===== config.mk =====
export PLATFORM = sky130hd
export DESIGN_NAME = memory_stage
export DESIGN_NICKNAME = d
export VERILOG_FILES = /design/src/rtl/memory_stage.sv
export SDC_FILE = /design/constraint.sdc
export NUM_CORES = 1
export LEC_CHECK = 0
export ABC_AREA = 1
export CAP_MARGIN = 0
export CELL_PAD_IN_SITES_DETAIL_PLACEMENT = 1
export CELL_PAD_IN_SITES_GLOBAL_PLACEMENT = 1
export CORE_ASPECT_RATIO = 2
export CORE_MARGIN = 5
export CORE_UTILIZATION = 27
export DETAILED_ROUTE_END_ITERATION = 16
export PLACE_DENSITY = 0.89
export SYNTH_ARGS = -nofsm -noshare
export SYNTH_HDL_FRONTEND = slang
export SYNTH_SLANG_ARGS = --single-unit
export TNS_END_PERCENT = 1

===== constraint.sdc =====
create_clock -name clk_i -period 1.5 [get_ports clk_i]
set_input_delay 0.15 -clock clk_i [delete_from_list [all_inputs] [get_ports clk_i]]
set_output_delay 0.15 -clock clk_i [all_outputs]
set_load 0.02 [all_outputs]

===== src/rtl/memory_stage.sv =====
// Memory pipeline stage: M pipeline register, data-memory request/response FSM,
// store lane alignment, load extension and forwarding mux.
module memory_stage (
   input  logic        clk_i,
   input  logic        reset_i,
   input  logic [31:0] alu_result_e_i,
   input  logic [31:0] write_data_e_i,
   input  logic [31:0] pc_target_e_i,
   input  logic [31:0] pc_plus4_e_i,
   input  logic [31:0] imm_ext_e_i,
   input  logic [4:0]  rd_e_i,
   input  logic [2:0]  width_src_e_i,
   input  logic [2:0]  result_src_e_i,
   input  logic        valid_e_i,
   input  logic        reg_write_e_i,
   input  logic        mem_write_e_i,
   input  logic        stall_m_i,
   input  logic        flush_m_i,
   output logic        dmem_req_o,
   output logic        dmem_we_o,
   output logic [31:0] dmem_addr_o,
   output logic [31:0] dmem_wdata_o,
   output logic [3:0]  dmem_be_o,
   input  logic        dmem_ready_i,
   input  logic        dmem_rvalid_i,
   input  logic [31:0] dmem_rdata_i,
   output logic [31:0] forward_data_m_o,
   output logic [31:0] read_data_m_o,
   output logic [4:0]  rd_m_o,
   output logic        reg_write_m_o,
   output logic [2:0]  result_src_m_o,
   output logic        valid_m_o,
   output logic [31:0] pc_plus4_m_o,
   output logic        mem_busy_o,
   output logic        misalign_o
);

   localparam logic [2:0] RS_ALU = 3'b000, RS_MEM = 3'b001, RS_PC4 = 3'b010,
                          RS_IMM = 3'b011, RS_PCT = 3'b100;
   localparam logic [2:0] W_W = 3'b000, W_H = 3'b001, W_B = 3'b010,
                          W_HU = 3'b011, W_BU = 3'b100;

   // DRAIN absorbs the response of a load flushed after its request was accepted
   typedef enum logic [2:0] {IDLE, REQ, RSP, DONE, DRAIN} state_t;
   state_t state;

   logic [31:0] alu_result_m, write_data_m, pc_target_m, imm_ext_m;
   logic [2:0]  width_m;
   logic        mem_write_m;
   logic        load_m, acc_e;
   logic [31:0] lane, load_ext;
   logic [3:0]  be_raw;

   function automatic logic misaligned(input logic [2:0] w, input logic [1:0] a);
      case (w)
         W_H, W_HU: return a[0];
         W_B, W_BU: return 1'b0;
         default:   return a != 2'b00;
      endcase
   endfunction

   function automatic logic is_mem(input logic v, input logic mw, input logic [2:0] rs);
      return v & (mw | (rs == RS_MEM));
   endfunction

   assign mem_busy_o = (state == REQ) || (state == RSP) || (state == DRAIN);
   assign load_m     = ~stall_m_i & ~mem_busy_o;
   assign acc_e      = is_mem(valid_e_i, mem_write_e_i, result_src_e_i)
                       & ~misaligned(width_src_e_i, alu_result_e_i[1:0]);
   assign misalign_o = is_mem(valid_m_o, mem_write_m, result_src_m_o)
                       & misaligned(width_m, alu_result_m[1:0]);

   always_ff @(posedge clk_i) begin
      if (reset_i || flush_m_i) begin
         alu_result_m   <= '0;
         write_data_m   <= '0;
         pc_target_m    <= '0;
         pc_plus4_m_o   <= '0;
         imm_ext_m      <= '0;
         rd_m_o         <= '0;
         width_m        <= '0;
         result_src_m_o <= '0;
         valid_m_o      <= 1'b0;
         reg_write_m_o  <= 1'b0;
         mem_write_m    <= 1'b0;
      end else if (load_m) begin
         alu_result_m   <= alu_result_e_i;
         write_data_m   <= write_data_e_i;
         pc_target_m    <= pc_target_e_i;
         pc_plus4_m_o   <= pc_plus4_e_i;
         imm_ext_m      <= imm_ext_e_i;
         rd_m_o         <= rd_e_i;
         width_m        <= width_src_e_i;
         result_src_m_o <= result_src_e_i;
         valid_m_o      <= valid_e_i;
         reg_write_m_o  <= reg_write_e_i;
         mem_write_m    <= mem_write_e_i;
      end
   end

   always_ff @(posedge clk_i) begin
      if (reset_i) begin
         state         <= IDLE;
         read_data_m_o <= '0;
      end else begin
         case (state)
            IDLE, DONE: begin
               if (flush_m_i)   state <= IDLE;
               else if (load_m) state <= acc_e ? REQ : IDLE;
            end
            REQ: begin
               if (dmem_ready_i)
                  state <= flush_m_i ? (mem_write_m ? IDLE : DRAIN)
                                     : (mem_write_m ? DONE : RSP);
               else if (flush_m_i)
                  state <= IDLE;
            end
            RSP: begin
               if (dmem_rvalid_i) begin
                  if (flush_m_i) state <= IDLE;
                  else begin
                     state         <= DONE;
                     read_data_m_o <= load_ext;
                  end
               end else if (flush_m_i) begin
                  state <= DRAIN;
               end
            end
            DRAIN: if (dmem_rvalid_i) state <= IDLE;
            default: state <= IDLE;
         endcase
      end
   end

   assign dmem_req_o  = (state == REQ);
   assign dmem_we_o   = mem_write_m;
   assign dmem_addr_o = {alu_result_m[31:2], 2'b00};
   assign dmem_be_o   = dmem_req_o ? be_raw : '0;

   always_comb begin
      be_raw       = 4'b1111;
      dmem_wdata_o = write_data_m;
      case (width_m)
         W_B, W_BU: begin
            be_raw       = 4'b0001 << alu_result_m[1:0];
            dmem_wdata_o = {4{write_data_m[7:0]}};
         end
         W_H, W_HU: begin
            be_raw       = 4'b0011 << alu_result_m[1:0];
            dmem_wdata_o = {2{write_data_m[15:0]}};
         end
         default: ;
      endcase
   end

   always_comb begin
      lane = dmem_rdata_i >> {alu_result_m[1:0], 3'b000};
      case (width_m)
         W_B:     load_ext = {{24{lane[7]}}, lane[7:0]};
         W_H:     load_ext = {{16{lane[15]}}, lane[15:0]};
         W_BU:    load_ext = {24'd0, lane[7:0]};
         W_HU:    load_ext = {16'd0, lane[15:0]};
         default: load_ext = dmem_rdata_i;
      endcase
   end

   always_comb begin
      case (result_src_m_o)
         RS_ALU, RS_MEM: forward_data_m_o = alu_result_m;
         RS_PC4:         forward_data_m_o = pc_plus4_m_o;
         RS_IMM:         forward_data_m_o = imm_ext_m;
         RS_PCT:         forward_data_m_o = pc_target_m;
         default:        forward_data_m_o = '0;
      endcase
   end

endmodule


==> metrics <==
outcome=finished, violations left; failing checks=negative setup slack; final worst slack=-0.505 ns; Top-Level Pins=slightly below 400; Die Y=between 200 and 300 µm; critical path startpoint category=flip-flop; vias post-DR=around 12000; Wirelength per Cell=about 22 µm; CTS buffer count=22; Unique masters post-synth=32; pin count of the biggest net entering global routing=slightly above 90; Post-Synthesis Cells=between 1000 and 1500; final instance area=16400 µm²; RSZ-0062 raised after global routing=yes; total grt overflow=0; critical path arrival=1.86 ns; Tmin final=around 2 ns; CTS Buffer Depth=3; Hold Fails Final Rpt=0; antenna viol nets, final=0; starting density of the core=a little over a quarter; post-synthesis sequential area ratio=~43%; Avg Cell Area, Syn=roughly 7.0 µm²; fin nets=2016; max cap viols=0; CP Class=flip-flop to output port; Synth top area share=between 40% and 50%; initial antenna violation count=12; final worst path period share=134%; number of global-route vias before repair=around 13000; Cell Area, Placed=around 15000 µm²; htree depth=1; final setup fails=between 100 and 150; Yosys warnings=0; R2R Path Start=width_m[1]; Worst Path Max Fanout=6; dpl ws=-0.546 ns; Core Region=35700 µm²; die area=between 40000 and 50000 µm²; layout cells sized above 1=20.5%; row cnt=just under 100; DRT Pass-1 Iters=5; drt first-iter violations=roughly 420; R2R setup slack=-0.14 ns; worst min-delay path class=input port to flip-flop; Area Overhead vs Synth=68.6%; count leader, synth=nand2_1; vias per inst=slightly above 5; Reg clk slew, reported paths=~0.06 ns; I/O Buffers=a little under 400; Die Width=144 µm; clock skew=approximately 0.011 ns; max-slew violation count=0; DP HPWL=between 30000 and 40000 µm; Root Driver=clkbuf_16; number of synthesized flops with an enable pin=0; CTS tree=yes; Power Density=between 1000 and 1500 nW/µm²; synth cell count leaders=423 x nand2_1, 209 x dfxtp_1, 153 x a21oi_1, 118 x nor2_1, 83 x inv_1; DRC viols=0; clock latency on the worst-skew pair=approximately 0.52 ns; post-synth top area cell=dfxtp_1; min-delay src=alu_result_e_i[12]; Core Util, Final=a little under half; number of cells in the design after placement=about 2200; leakage=6.91 nW; Yosys reg bits=around 210; WP data required=around 1.4 ns; final cell count without fillers=2280; worst r2r path cells=11; routability congestion estimate=approximately 0.92; Area contributors post-synth=dfxtp_1 43%, nand2_1 16%, a21oi_1 7.9%, nor2_1 4.5%, buf_4 3.2%; Max Freq=0.499 GHz; GRT Util Overall=between 20% and 30%; Endpoint, Worst Hold=alu_result_m[12]; VDD IR max=892 µV; Worst path max stage delay=roughly 0.37 ns; crit path max-delay cell type=dfxtp_4; Post-synth ARST share=0%; CP endpoint kind=output port; Main synth FF type=dfxtp_1; cts-stage hold buffer count=0; total wire length=between 40000 and 50000 µm; Post-Syn Area=slightly below 10000 µm²; Worst Hold Depth=3; crit-path cells=nand3b_1, buf_6, buf_6, buf_12, o2111ai_4, buf_6; first-pass GRT wire length=slightly above 70000 µm; reg2reg end=read_data_m_o[12]; clock sinks=between 200 and 250; CP most frequent cell=buf_6
==> power by group <==
part | total [W] | switching [W] | leakage, nW | internal (W)
logic | 0.00969 | 0.00576 | 4.81 | 0.00394
clock network | 0.00622 | 0.00238 | 0.395 | 0.00385
registers | 0.00660 | 0.000438 | 1.71 | 0.00616
total | 0.0225 | 0.00857 | 6.91 | 0.0139
==> kinds of logic (layout without fill, tap and decap cells) <==
group	Yosys count	after routing	synth area share [%]
AO/OA/AOI/OAI	314	314	18.9
buffers and inverters	231	658	11.4
flip-flops	209	209	43.0
other	1	14	0.0385
AND/OR/NAND/NOR	635	635	26.7
==> sequential cells by signal (all words and copies together), names as in the netlist, 3 cells and up <==
register and cells:
state 3, result_src_m_o 3, imm_ext_m 32, rd_m_o 5, pc_plus4_m_o 32, width_m 3, read_data_m_o 32, alu_result_m 32
pc_target_m 32, write_data_m 32
==> worst max path at each step <==
stage	start	end	slack (ns)	depth (start not counted)
floorplan	width_m[0]	dmem_be_o[1]	-0.08	5
global placement	result_src_m_o[2]	forward_data_m_o[2]	-0.48	5
detailed placement	width_m[0]	dmem_be_o[2]	-0.55	8
CTS	result_src_m_o[0]	forward_data_m_o[28]	-0.56	6
global route	result_src_m_o[0]	forward_data_m_o[28]	-0.58	6
finish	result_src_m_o[0]	forward_data_m_o[28]	-0.51	6
==> area by class of cell <==
class                      instances  area (µm²)
antenna                           12        30.0
clock buffer                      31         646
clock inverter                     7         160
fill                            4261       19300
inverter                          89         357
multi-input combinational        951        5020
sequential                       209        4220
tap                              450         563
timing repair buffer             531        5410
==> cells in the final DEF (no fill, tap or decap), types with 4 or more instances in the layout <==
cell,instances
nand3_1,35
nor2_1,105
o21ai_1,17
buf_4,103
nand4_1,33
inv_1,77
nor2_4,9
buf_6,71
buf_8,5
o2111ai_2,26
inv_2,6
a22oi_1,5
clkdlybuf4s15_1,6
clkbuf_8,4
dfxtp_4,9
o22ai_1,4
clkbuf_1,4
dfxtp_1,198
a21oi_1,149
nand2_2,19
nand2_1,404
diode_2,12
buf_12,30
nand3_2,14
nor2_2,6
dlygate4sd2_1,98
bufinv_16,5
clkdlybuf4s15_2,4
a211oi_1,40
clkbuf_16,23
o2111ai_4,6
clkdlybuf4s50_1,211
o21ai_0,50
==> timing repair <==
item	in CTS	in global routing
buffers inserted	8	0
cloned	3	0
setup endpoints to repair	377	275
gates resized for setup	576	84
pin swaps	12	19
==> metal layers <==
layer	vias up	wire (µm)	GRT usage [%]
met5	-	0	0
met4	0	3650	15.7
met3	175	2560	3.47
met2	461	26600	43.9
met1	5659	16500	22.4
li1	5415	-	-
==> critical path, delay by kind of cell, from the launching register on <==
kind	cells	cell delay, ns
DFF	1	0.37
and+or+nand+nor	1	0.17
buffers and inverters	4	0.58
AOI/OAI and AO/OA	1	0.23
==> per-stage QoR <==
step           TNS [ns]  total power, W  hold WS [ns]
6_report         -27.21          0.0225         0.184
5_1_grt          -44.53          0.0236         0.170
4_1_cts          -33.64          0.0224         0.149
3_5_place_dp     -74.41          0.0156         0.451
3_3_place_gp     -61.08          0.0153         0.448
2_1_floorplan     -2.69          0.0113         0.293
Power figures use the tool's default switching activity.
